`config.mk`:
```
export PLATFORM = sky130hd
export DESIGN_NAME = kerbin_soc_req_arbiter
export DESIGN_NICKNAME = d
export VERILOG_FILES = /design/src/rtl/kerbin_pkg.sv /design/src/rtl/kerbin_rr_arbiter.sv /design/src/rtl/kerbin_soc_req_arbiter.sv
export SDC_FILE = /design/constraint.sdc
export NUM_CORES = 1
export LEC_CHECK = 0
export ABC_AREA = 1
export BUFFER_PORTS_ARGS = -buffer_cell sky130_fd_sc_hd__buf_2
export CORE_AREA = 5 5 114 116
export CTS_CLUSTER_SIZE = 12
export DETAILED_ROUTE_END_ITERATION = 8
export DIE_AREA = 0 0 119 121
export PLACE_DENSITY = 0.84
export SYNTH_ARGS = -nofsm -noshare
export SYNTH_HDL_FRONTEND = slang
export SYNTH_SLANG_ARGS = --single-unit
```
`constraint.sdc`:
```
create_clock -name clk_i -period 2.9 [get_ports clk_i]
set_input_delay 0.145 -clock clk_i [delete_from_list [all_inputs] [get_ports clk_i]]
set_output_delay 0.145 -clock clk_i [all_outputs]
set_load 0.02 [all_outputs]
```
`src/rtl/kerbin_pkg.sv`:
```
// Shared types and the SoC address map for the Kerbin interconnect arbiter.
// The top module reads its default parameters from this package.
package kerbin_pkg;

  localparam int unsigned NR_MASTERS_SOC    = 3;
  localparam int unsigned NR_SLAVES_SOC     = 2;
  localparam int unsigned ADDR_WIDTH_SOC    = 64;
  localparam int unsigned MST_ID_WIDTH_SOC  = 4;
  localparam int unsigned MST_IDX_WIDTH_SOC = $clog2(NR_MASTERS_SOC);
  localparam int unsigned SLV_ID_WIDTH_SOC  = MST_ID_WIDTH_SOC + MST_IDX_WIDTH_SOC;

  localparam logic [ADDR_WIDTH_SOC-1:0] PERIPHERALS_START = 64'h0000_0000_1A00_0000;
  localparam logic [ADDR_WIDTH_SOC-1:0] PERIPHERALS_END   = 64'h0000_0000_1A00_1FFF;
  localparam logic [ADDR_WIDTH_SOC-1:0] L2_START          = 64'h0000_0000_8000_0000;
  localparam logic [ADDR_WIDTH_SOC-1:0] L2_END            = 64'h0000_0000_8007_FFFF;

  typedef struct packed {
    logic [ADDR_WIDTH_SOC-1:0] start_addr;
    logic [ADDR_WIDTH_SOC-1:0] end_addr;
  } addr_rule_t;

  // Slave 0 is the peripheral window, slave 1 is L2; both bounds are inclusive.
  localparam addr_rule_t [NR_SLAVES_SOC-1:0] SOC_ADDR_MAP = '{
    '{start_addr: L2_START,          end_addr: L2_END},
    '{start_addr: PERIPHERALS_START, end_addr: PERIPHERALS_END}
  };

  typedef struct packed {
    logic [MST_IDX_WIDTH_SOC-1:0] mst_idx;
    logic [MST_ID_WIDTH_SOC-1:0]  mst_id;
  } soc_id_t;

  typedef enum logic {
    ST_IDLE = 1'b0,
    ST_HOLD = 1'b1
  } arb_state_e;

endpackage

```
`src/rtl/kerbin_rr_arbiter.sv`:
```
// Round-robin picker: first requester at or after the pointer, wrapping.
// The pointer moves to one past the index given on advance.
module kerbin_rr_arbiter #(
  parameter int unsigned N     = 3,
  parameter int unsigned IDX_W = $clog2(N)
) (
  input  logic             clk,
  input  logic             rst,
  input  logic [N-1:0]     req,
  input  logic             advance,
  input  logic [IDX_W-1:0] advance_idx,
  output logic [N-1:0]     gnt,
  output logic [IDX_W-1:0] idx,
  output logic             any
);

  logic [IDX_W-1:0] ptr;
  logic [IDX_W:0]   cand;

  // NOTE: every output of a combinational block gets a default first so no latch is inferred.
  always_comb begin
    gnt  = '0;
    idx  = '0;
    any  = 1'b0;
    cand = '0;
    for (int unsigned k = 0; k < N; k++) begin
      cand = {1'b0, ptr} + (IDX_W+1)'(k);
      if (cand >= (IDX_W+1)'(N)) cand = cand - (IDX_W+1)'(N);
      if (!any && req[cand[IDX_W-1:0]]) begin
        any                   = 1'b1;
        idx                   = cand[IDX_W-1:0];
        gnt[cand[IDX_W-1:0]]  = 1'b1;
      end
    end
  end

  // NOTE: sequential state is updated with non-blocking assignments only.
  always_ff @(posedge clk or posedge rst) begin
    if (rst) begin
      ptr <= '0;
    end else if (advance) begin
      ptr <= (advance_idx == IDX_W'(N-1)) ? '0 : advance_idx + IDX_W'(1);
    end
  end

endmodule

```
`src/rtl/kerbin_soc_req_arbiter.sv`:
```
// Address-channel arbiter/decoder: round-robin grant, address-map decode,
// ID widening and a per-slave cap on outstanding transactions.
module kerbin_soc_req_arbiter
  import kerbin_pkg::*;
#(
  parameter int unsigned NR_MASTERS      = NR_MASTERS_SOC,
  parameter int unsigned NR_SLAVES       = NR_SLAVES_SOC,
  parameter int unsigned ADDR_WIDTH      = ADDR_WIDTH_SOC,
  parameter int unsigned MST_ID_WIDTH    = MST_ID_WIDTH_SOC,
  parameter int unsigned SLV_ID_WIDTH    = MST_ID_WIDTH + $clog2(NR_MASTERS),
  parameter logic [NR_SLAVES-1:0][ADDR_WIDTH-1:0] START_ADDR =
    {SOC_ADDR_MAP[1].start_addr, SOC_ADDR_MAP[0].start_addr},
  parameter logic [NR_SLAVES-1:0][ADDR_WIDTH-1:0] END_ADDR =
    {SOC_ADDR_MAP[1].end_addr, SOC_ADDR_MAP[0].end_addr},
  parameter int unsigned MAX_OUTSTANDING = 4
) (
  input  logic                               clk_i,
  input  logic                               rst_i,
  input  logic [NR_MASTERS-1:0]              req_valid_i,
  output logic [NR_MASTERS-1:0]              req_ready_o,
  input  logic [NR_MASTERS*ADDR_WIDTH-1:0]   req_addr_i,
  input  logic [NR_MASTERS*MST_ID_WIDTH-1:0] req_id_i,
  output logic [NR_SLAVES-1:0]               slv_valid_o,
  input  logic [NR_SLAVES-1:0]               slv_ready_i,
  output logic [ADDR_WIDTH-1:0]              slv_addr_o,
  output logic [SLV_ID_WIDTH-1:0]            slv_id_o,
  output logic                               err_valid_o,
  input  logic                               err_ready_i,
  input  logic [NR_SLAVES-1:0]               rsp_done_i
);

  localparam int unsigned IDX_W = $clog2(NR_MASTERS);
  localparam int unsigned CNT_W = $clog2(MAX_OUTSTANDING + 1);
  localparam logic [CNT_W-1:0] MAX_CNT = CNT_W'(MAX_OUTSTANDING);

  arb_state_e              state;
  logic [IDX_W-1:0]        winner;
  logic [IDX_W-1:0]        arb_idx;
  logic [NR_MASTERS-1:0]   arb_gnt;
  logic                    arb_any;
  logic [ADDR_WIDTH-1:0]   pick_addr;
  logic [MST_ID_WIDTH-1:0] pick_id;
  logic [NR_SLAVES-1:0]    dec_slv;
  logic                    dec_err;
  logic [NR_SLAVES-1:0]    tgt_slv;
  logic [NR_SLAVES-1:0]    hs_slv;
  logic                    hs_err;
  logic                    hs;
  logic [NR_SLAVES-1:0]    cnt_ok;
  logic [CNT_W-1:0]        cnt   [NR_SLAVES];
  logic [CNT_W-1:0]        cnt_d [NR_SLAVES];

  kerbin_rr_arbiter #(
    .N     (NR_MASTERS),
    .IDX_W (IDX_W)
  ) u_rr_arbiter (
    .clk         (clk_i),
    .rst         (rst_i),
    .req         (req_valid_i),
    .advance     (hs),
    .advance_idx (winner),
    .gnt         (arb_gnt),
    .idx         (arb_idx),
    .any         (arb_any)
  );

  always_comb begin
    pick_addr = '0;
    pick_id   = '0;
    for (int m = 0; m < NR_MASTERS; m++) begin
      if (arb_gnt[m]) begin
        pick_addr = req_addr_i[m*ADDR_WIDTH +: ADDR_WIDTH];
        pick_id   = req_id_i[m*MST_ID_WIDTH +: MST_ID_WIDTH];
      end
    end
  end

  // Scanning from the top down lets the lowest matching rule win on overlap.
  always_comb begin
    dec_slv = '0;
    for (int s = NR_SLAVES - 1; s >= 0; s--) begin
      if (pick_addr >= START_ADDR[s] && pick_addr <= END_ADDR[s]) begin
        dec_slv    = '0;
        dec_slv[s] = 1'b1;
      end
    end
  end

  assign dec_err = ~|dec_slv;
  assign hs_slv  = slv_valid_o & slv_ready_i;
  assign hs_err  = err_valid_o & err_ready_i;
  assign hs      = (|hs_slv) | hs_err;

  always_comb begin
    req_ready_o = '0;
    if (hs) req_ready_o[winner] = 1'b1;
  end

  // A completion at zero is dropped; a grant plus a completion cancel out.
  always_comb begin
    cnt_ok = '0;
    for (int s = 0; s < NR_SLAVES; s++) begin
      cnt_d[s] = cnt[s];
      unique case ({hs_slv[s], rsp_done_i[s] && (cnt[s] != '0)})
        2'b10:   cnt_d[s] = cnt[s] + CNT_W'(1);
        2'b01:   cnt_d[s] = cnt[s] - CNT_W'(1);
        default: cnt_d[s] = cnt[s];
      endcase
      cnt_ok[s] = (cnt_d[s] < MAX_CNT);
    end
  end

  // NOTE: the counter array is a handful of flops, so it is cleared by reset like any other state.
  always_ff @(posedge clk_i or posedge rst_i) begin
    if (rst_i) begin
      for (int s = 0; s < NR_SLAVES; s++) cnt[s] <= '0;
    end else begin
      for (int s = 0; s < NR_SLAVES; s++) cnt[s] <= cnt_d[s];
    end
  end

  // Valids are registered from the next counter value so the cap holds on the very next cycle.
  always_ff @(posedge clk_i or posedge rst_i) begin
    if (rst_i) begin
      state       <= ST_IDLE;
      winner      <= '0;
      tgt_slv     <= '0;
      slv_valid_o <= '0;
      err_valid_o <= 1'b0;
      slv_addr_o  <= '0;
      slv_id_o    <= '0;
    end else begin
      case (state)
        ST_IDLE: begin
          if (arb_any) begin
            state       <= ST_HOLD;
            winner      <= arb_idx;
            tgt_slv     <= dec_slv;
            slv_addr_o  <= pick_addr;
            slv_id_o    <= {arb_idx, pick_id};
            slv_valid_o <= dec_slv & cnt_ok;
            err_valid_o <= dec_err;
          end
        end
        ST_HOLD: begin
          if (hs) begin
            state       <= ST_IDLE;
            tgt_slv     <= '0;
            slv_valid_o <= '0;
            err_valid_o <= 1'b0;
          end else begin
            slv_valid_o <= tgt_slv & cnt_ok;
          end
        end
        default: state <= ST_IDLE;
      endcase
    end
  end

  a_grant_held: assert property (@(posedge clk_i) disable iff (rst_i)
    (state == ST_HOLD) |-> req_valid_i[winner]);

  for (genvar s = 0; s < NR_SLAVES; s++) begin : g_done_chk
    a_done_nonzero: assert property (@(posedge clk_i) disable iff (rst_i)
      rsp_done_i[s] |-> (cnt[s] != '0));
  end

endmodule

```
== Word level (Yosys, flattened, before mapping) ==
Index checks and enable logic that the tools add are counted.

* Add/subtract/negate cells: 10
* Magnitude comparators: 17
* Equality and inequality tests: 7
* Muxes and demuxes: 50
* Bitwise logic cells: 8
* Reductions and logical operators: 19

{| class="wikitable"
|+ Operators by type and width
! cell !! number
|-
| 2-to-1 mux 64 bit || 3
|-
| greater-or-equal comparator 64 x 29 -> 1 bit, second input constant || 1
|-
| greater-or-equal comparator 64 x 32 -> 1 bit, second input constant || 1
|-
| less-or-equal comparator 64 x 29 -> 1 bit, second input constant || 1
|-
| less-or-equal comparator 64 x 32 -> 1 bit, second input constant || 1
|-
| 2-to-1 mux 2 bit || 13
|-
| 2-to-1 mux 1 bit || 14
|-
| less-than comparator 2 x 3 -> 1 bit, second input constant || 4
|-
| 2-to-1 mux 3 bit || 4
|-
| 2-to-1 mux 4 bit || 3
|-
| case mux 3 bit (2 select lines) || 2
|-
| logical AND 1 bit || 10
|-
| demux 1 bit (select 2 bit) || 4
|-
| greater-or-equal comparator 2 x 1 -> 1 bit, second input constant || 4
|-
| case mux 2 bit (2 select lines) || 2
|-
| adder 3 x 1 -> 3 bit, second input constant || 2
|-
| bitwise AND 2 bit || 3
|-
| binary-select mux 1 bit (select 2 bit) || 3
|-
| equality test 2 bit, second input constant || 3
|-
| greater-or-equal comparator 3 x 2 -> 1 bit, second input constant || 2
|-
| less-than comparator 3 bit, second input constant || 2
|-
| bitwise OR 3 bit || 2
|-
| nonzero test 3 bit || 2
|-
| subtractor 2 bit, second input constant || 3
|-
| other kinds (15) || 22
|}

* Flip-flop bits (word level): 86
* Bits of input ports: 214
* Output and inout port bits: 76
* Word-level logic and storage cells: 121

== Longest topological paths before layout ==
* Word-level depth: 22
* Gate-level depth with buffers: 28
* Gate-level depth less buffers: 27

== Modules after synthesis ==
Synthesis repeated with hierarchy kept, for this count alone.

* Cell total of the unflattened synthesis: 746
* Area, all modules: 5,236.3 µm²

{| class="wikitable"
|+ By module, submodules not included
! module !! instances !! cells an instance !! area each (µm²) !! sequential area each (µm²)
|-
| kerbin_soc_req_arbiter || 1 || 677 || 4,839.6 || 2,052.0
|-
| kerbin_rr_arbiter || 1 || 69 || 396.6 || 50.0
|}

== Worst setup path before layout ==
Ideal clock, no wire load.

* Path type: register -> register
* Start: register u_rr_arbiter.ptr[0]
* End: register err_valid_o
* Library setup time: 0.135 ns
* Data arrival time: 2.550 ns
* Required time: 2.765 ns
* Setup slack: 0.215 ns
* Cell stages (with the launch flop): 23
* Path buffers: 2
* Clock period less this slack: 2.685 ns
* Path through: dfrtp_1 -> inv_1 -> ha_1 -> inv_2 -> nand2_1 -> nand3_1 -> nand2_2 -> nor2_4 -> nand3_2 -> nand2_4 -> inv_2 -> buf_6 -> buf_6 -> o22ai_1 -> nand2_1 -> nor2_1 -> nand2_1 -> nor2_2 -> nand2_1 -> nor2_2 -> nand2_1 -> nand2_1 -> o21ai_0

* Cells in the longest elaborated chain, start to end: 22
* Elaborated cells between the ends (all ways): 61

{| class="wikitable"
|+ RTL lines
! element !! RTL line !! source
|-
| from (decl) || kerbin_rr_arbiter.sv:17 || <nowiki>logic [IDX_W-1:0] ptr;</nowiki>
|-
| from (signal assigned) || kerbin_rr_arbiter.sv:42 || <nowiki>ptr <= (advance_idx == IDX_W'(N-1)) ? '0 : advance_idx + IDX_W'(1);</nowiki>
|-
| adder 2 x 1 -> 3 bit, or another cell as far along || kerbin_rr_arbiter.sv:27 || <nowiki>cand = {1'b0, ptr} + (IDX_W+1)'(k);</nowiki>
|-
| greater-or-equal comparator 3 x 2 -> 1 bit, or another cell as far along || kerbin_rr_arbiter.sv:28 || <nowiki>if (cand >= (IDX_W+1)'(N)) cand = cand - (IDX_W+1)'(N);</nowiki>
|-
| 2-to-1 mux 2 bit, or another cell as far along || kerbin_rr_arbiter.sv:28 ||
|-
| less-than comparator 2 x 3 -> 1 bit (implied by the code), or another cell as far along || kerbin_rr_arbiter.sv:32 || <nowiki>gnt[cand[IDX_W-1:0]] = 1'b1;</nowiki>
|-
| logical AND 1 bit (implied by the code), or another cell as far along || kerbin_rr_arbiter.sv:32 ||
|-
| 2-to-1 mux 1 bit (implied by the code), or another cell as far along || kerbin_rr_arbiter.sv:32 ||
|-
| demux 1 bit (select 2 bit), or another cell as far along || n/a ||
|-
| bitwise OR 3 bit (no source line) or 2-to-1 mux 1 bit (tied branches) || n/a ||
|-
| (+3 left out) || n/a ||
|-
| 2-to-1 mux 64 bit (3 in a row) || kerbin_soc_req_arbiter.sv:71 || <nowiki>if (arb_gnt[m]) begin</nowiki>
|-
| greater-or-equal comparator 64 x 32 -> 1 bit or less-or-equal comparator 64 x 32 -> 1 bit (tied branches) || kerbin_soc_req_arbiter.sv:82 || <nowiki>if (pick_addr >= START_ADDR[s] && pick_addr <= END_ADDR[s]) begin</nowiki>
|-
| logical AND 1 bit || kerbin_soc_req_arbiter.sv:82 ||
|-
| 2-to-1 mux 2 bit (2 in a row) || kerbin_soc_req_arbiter.sv:82 ||
|-
| OR reduction 2 bit || kerbin_soc_req_arbiter.sv:89 || <nowiki>assign dec_err = ~|dec_slv;</nowiki>
|-
| zero test 1 bit || kerbin_soc_req_arbiter.sv:89 ||
|-
| 2-to-1 mux 1 bit || kerbin_soc_req_arbiter.sv:135 || <nowiki>if (arb_any) begin</nowiki>
|-
| case mux 1 bit (2 select lines) || kerbin_soc_req_arbiter.sv:133 || <nowiki>case (state)</nowiki>
|-
| to (signal assigned) || kerbin_soc_req_arbiter.sv:142 || <nowiki>err_valid_o <= dec_err;</nowiki>
|-
| to (decl) || kerbin_soc_req_arbiter.sv:27 || <nowiki>output logic err_valid_o,</nowiki>
|}

Several ways; a longest one is shown, not always the timed one. The select of a mux whose other input is x is not followed.
A chain may end at the register's enable or synchronous reset.

== Final worst setup path ==
* Start: register u_rr_arbiter.ptr[1]
* End: register slv_id_o[4]

* Cells in the longest elaborated chain, start to end: 12
* Elaborated cells between the ends (all ways): 28

{| class="wikitable"
|+ RTL lines
! element !! RTL line !! source
|-
| branches (longest 12 deep; another with adder 2 x 1 -> 3 bit) || n/a ||
|-
| to (signal assigned) || kerbin_soc_req_arbiter.sv:140 || <nowiki>slv_id_o <= {arb_idx, pick_id};</nowiki>
|-
| to (decl) || kerbin_soc_req_arbiter.sv:26 || <nowiki>output logic [SLV_ID_WIDTH-1:0] slv_id_o,</nowiki>
|}

Several ways; the timed one is not identified. The select of a mux whose other input is x is not followed.

==> qor.csv <==
metric,value,unit
die_h,121,um
grt_pass1_vias,6357,
setup_violations,6,
min_period_over_period,106,%
num-nets-final,1332,
p_leak,4.44,nW
fin_cells,1264,
hold_violations,0,
fin_tns_setup,-628,ps
routed_wl,22500,um
synthFlopType,dfrtp_1,
final_common_cell,buf_2,
die-area,14400,sq um
ant_nets,0,
clockBufferDepth,2,
port_buffers,289,
initial_core_util,45.4,%
clock_latency,350,ps
cp.required,3160,ps
remaining_drc_errors,0,
worstSetupStartpointType,register,
io_pins,290,
rsz0062_at_grt,yes,
gp_congestion,0.989,
yosysSeqAreaShare,39.2,%
tightest_slew,766,ps
ys_ff_latch,84,
most-common-layout-cells,"289 x buf_2, 257 x nand2_1, 83 x dfrtp_1, 69 x o21ai_0, 59 x buf_4",
cts_sinks,84,
first_iter_violations,492,
wl_per_cell,17.8,um
fp-row-count,40,
grt_usage,28.3,%
cts-htree-levels,3,
cts_tree,yes,
dpl.hpwl,16000,um
endpoint_kind,register,
syn_nets,999,
drt-pass1-iter-count,5,
grt_pass1_wl,32200,um
arrival,3320,ps
die_x,119,um
root_buffer,clkbuf_16,
max_freq,0.326,GHz
status,"finished, violations left",
post-route-min-period,3060,ps
cts_made_buffers,9,
synth_edf_count,0,
whs_path_depth,3,
hold_end,slv_id_o[1]$_DFFE_PP0P_,
post-place-ws,-124,ps
viasPerCell,5.34,
async_reset_ff_share,100,%
slew_viol_final,0,
violations,setup timing,
antenna_found_initial,3,
ir_drop,0.653,mV
r2r_end,slv_id_o[4]$_DFFE_PP0P_,
final.setup.worst_slack,-163,ps
power_per_cell_area,1490,nW/um^2
yosysUniqueCellTypes,42,
crit_type,reg -> reg,
crit_fanout,5,
drive_above_1_share,41.7,%
rr_worst_depth,19,
gr-total-overflow,0,
syn_inst,777,
finClkSkew,8.23,ps
yosysWarnings,0,
post_synth.cell_area_avg,6.90,sq um
core_area,11800,sq um
drv_cap,0,
grt_max_degree,105,
hold_start,req_id_i[9],
dp_cells,1211,
rr_startpoint,u_rr_arbiter.ptr[1]$_DFFE_PP0N_,
vias,6751,
slew_headroom,48.9,%
syn2layout_area_growth,53.0,%
mappedNetlistArea,5360,sq um
worstHoldPathType,in -> reg,
post-route-util,69.4,%
ff2ff_setup_slack,-160,ps
clk_pin_slew,70,ps
-- cell families (layout without fill, tap and decap cells) --
family	Yosys count	after routing	share of synthesized area [%]
compound gates	194	194	20.5
xor+xnor	4	4	0.653
fa+ha+maj	8	8	2.15
buf+inv	102	439	7.98
flops	84	84	39.2
mux	2	2	0.420
other cells	0	3	0
simple gates	383	383	29.1
-- cell type report --
type | count | area (sq um)
fillers | 994 | 3610
multi-input cells | 591 | 3090
repair buffers | 368 | 2270
flip-flops and latches | 84 | 2100
inverters | 56 | 231
clock buffers | 9 | 225
well taps | 147 | 184
clock inverters | 6 | 90.1
diodes | 3 | 7.51
-- what timing repair did --
| item | 4_1_cts | 5_1_grt |
|---|---|---|
| pin swaps | 6 | 33 |
| buffers inserted | 15 | 14 |
| hold buffers | 1 | 0 |
| endpoints found under the hold margin | 42 | 0 |
| gates cloned | 0 | 5 |
| endpoints found under the setup margin | 5 | 6 |
| resized for setup | 18 | 67 |
-- synth_stat cells (all sizes together) (2+ instances only) --
library cell    n  area share (%)
nand2         276              20
inv            56             3.9
fa              2            0.75
a41oi           2            0.33
o211ai         12             1.7
mux2            2            0.42
nor3            3            0.28
a22oi           8             1.1
or2            13             1.5
a21boi          4            0.56
o22ai           6            0.93
a21oi          50             4.7
nor2           60             4.5
dfrtp          84              39
nand3          27             2.6
clkbuf         25             1.8
nand4           4            0.47
buf            21             2.3
o21ai          91             8.6
xnor2           3            0.49
ha              6             1.4
o31a            2            0.33
a31oi          17             2.0
-- stage by stage --
stage | hold slack [ps] | total power, mW | cell area [sq um]
4_1_cts | 24.2 | 11.1 | 7720
6_report | 27.1 | 12.2 | 8200
3_5_place_dp | 298 | 9.62 | 7210
2_1_floorplan | 292 | 6.99 | 5360
3_3_place_gp | 293 | 9.46 | 7210
5_1_grt | 38.1 | 13.1 | 8200
-- worst max path at each step --
| stage | end | start | slack (ps) | depth (start not counted) |
|---|---|---|---|---|
| after detailed placement | err_valid_o$_DFFE_PP0P_ | u_rr_arbiter.ptr[0]$_DFFE_PP0N_ | -120 | 23 |
| after global routing | err_valid_o$_DFFE_PP0P_ | u_rr_arbiter.ptr[1]$_DFFE_PP0N_ | -340 | 22 |
| after floorplan | err_valid_o$_DFFE_PP0P_ | u_rr_arbiter.ptr[0]$_DFFE_PP0N_ | 210 | 22 |
| after CTS | err_valid_o$_DFFE_PP0P_ | u_rr_arbiter.ptr[0]$_DFFE_PP0N_ | -20 | 24 |
| after global placement | err_valid_o$_DFFE_PP0P_ | u_rr_arbiter.ptr[0]$_DFFE_PP0N_ | -50 | 24 |
| final | slv_id_o[4]$_DFFE_PP0P_ | u_rr_arbiter.ptr[1]$_DFFE_PP0N_ | -160 | 19 |
-- report_power, final --
group | switching (mW) | internal, mW | leakage [nW]
clock | 0.489 | 0.751 | 0.151
combinational | 5.38 | 3.53 | 3.24
sequential | 0.340 | 1.74 | 1.05
-- critical path, cell delays in order, from the launching register on --
cell     delay (ps)
dfrtp_1         400
buf_6           140
ha_4            260
inv_4            80
nand3_2         120
nand2_4         110
nand4_1         170
buf_4           180
buf_4           120
buf_4           120
buf_4           130
buf_4           130
buf_4           120
buf_4           120
buf_4           120
buf_4           120
buf_4           120
buf_4           120
buf_4           120
a41oi_2         170
-- routing by layer --
| layer | vias up | global-route usage (%) | routed length (um) |
|---|---|---|---|
| met1 | 3080 | 34.7 | 8390 |
| met5 | - | 0 | 28 |
| met3 | 64 | 6.34 | 2220 |
| met4 | 6 | 10.6 | 745 |
| met2 | 390 | 48.7 | 11100 |
| li1 | 3211 | - | - |
-- flip-flops by register name (all words and copies together), names as in the netlist --
register          count
u_rr_arbiter.ptr      2
slv_addr_o           64
err_valid_o           1
slv_id_o              6
slv_valid_o           2
tgt_slv               2
state                 1
cnt                   6
No activity file was read; power rests on OpenSTA's default activity.
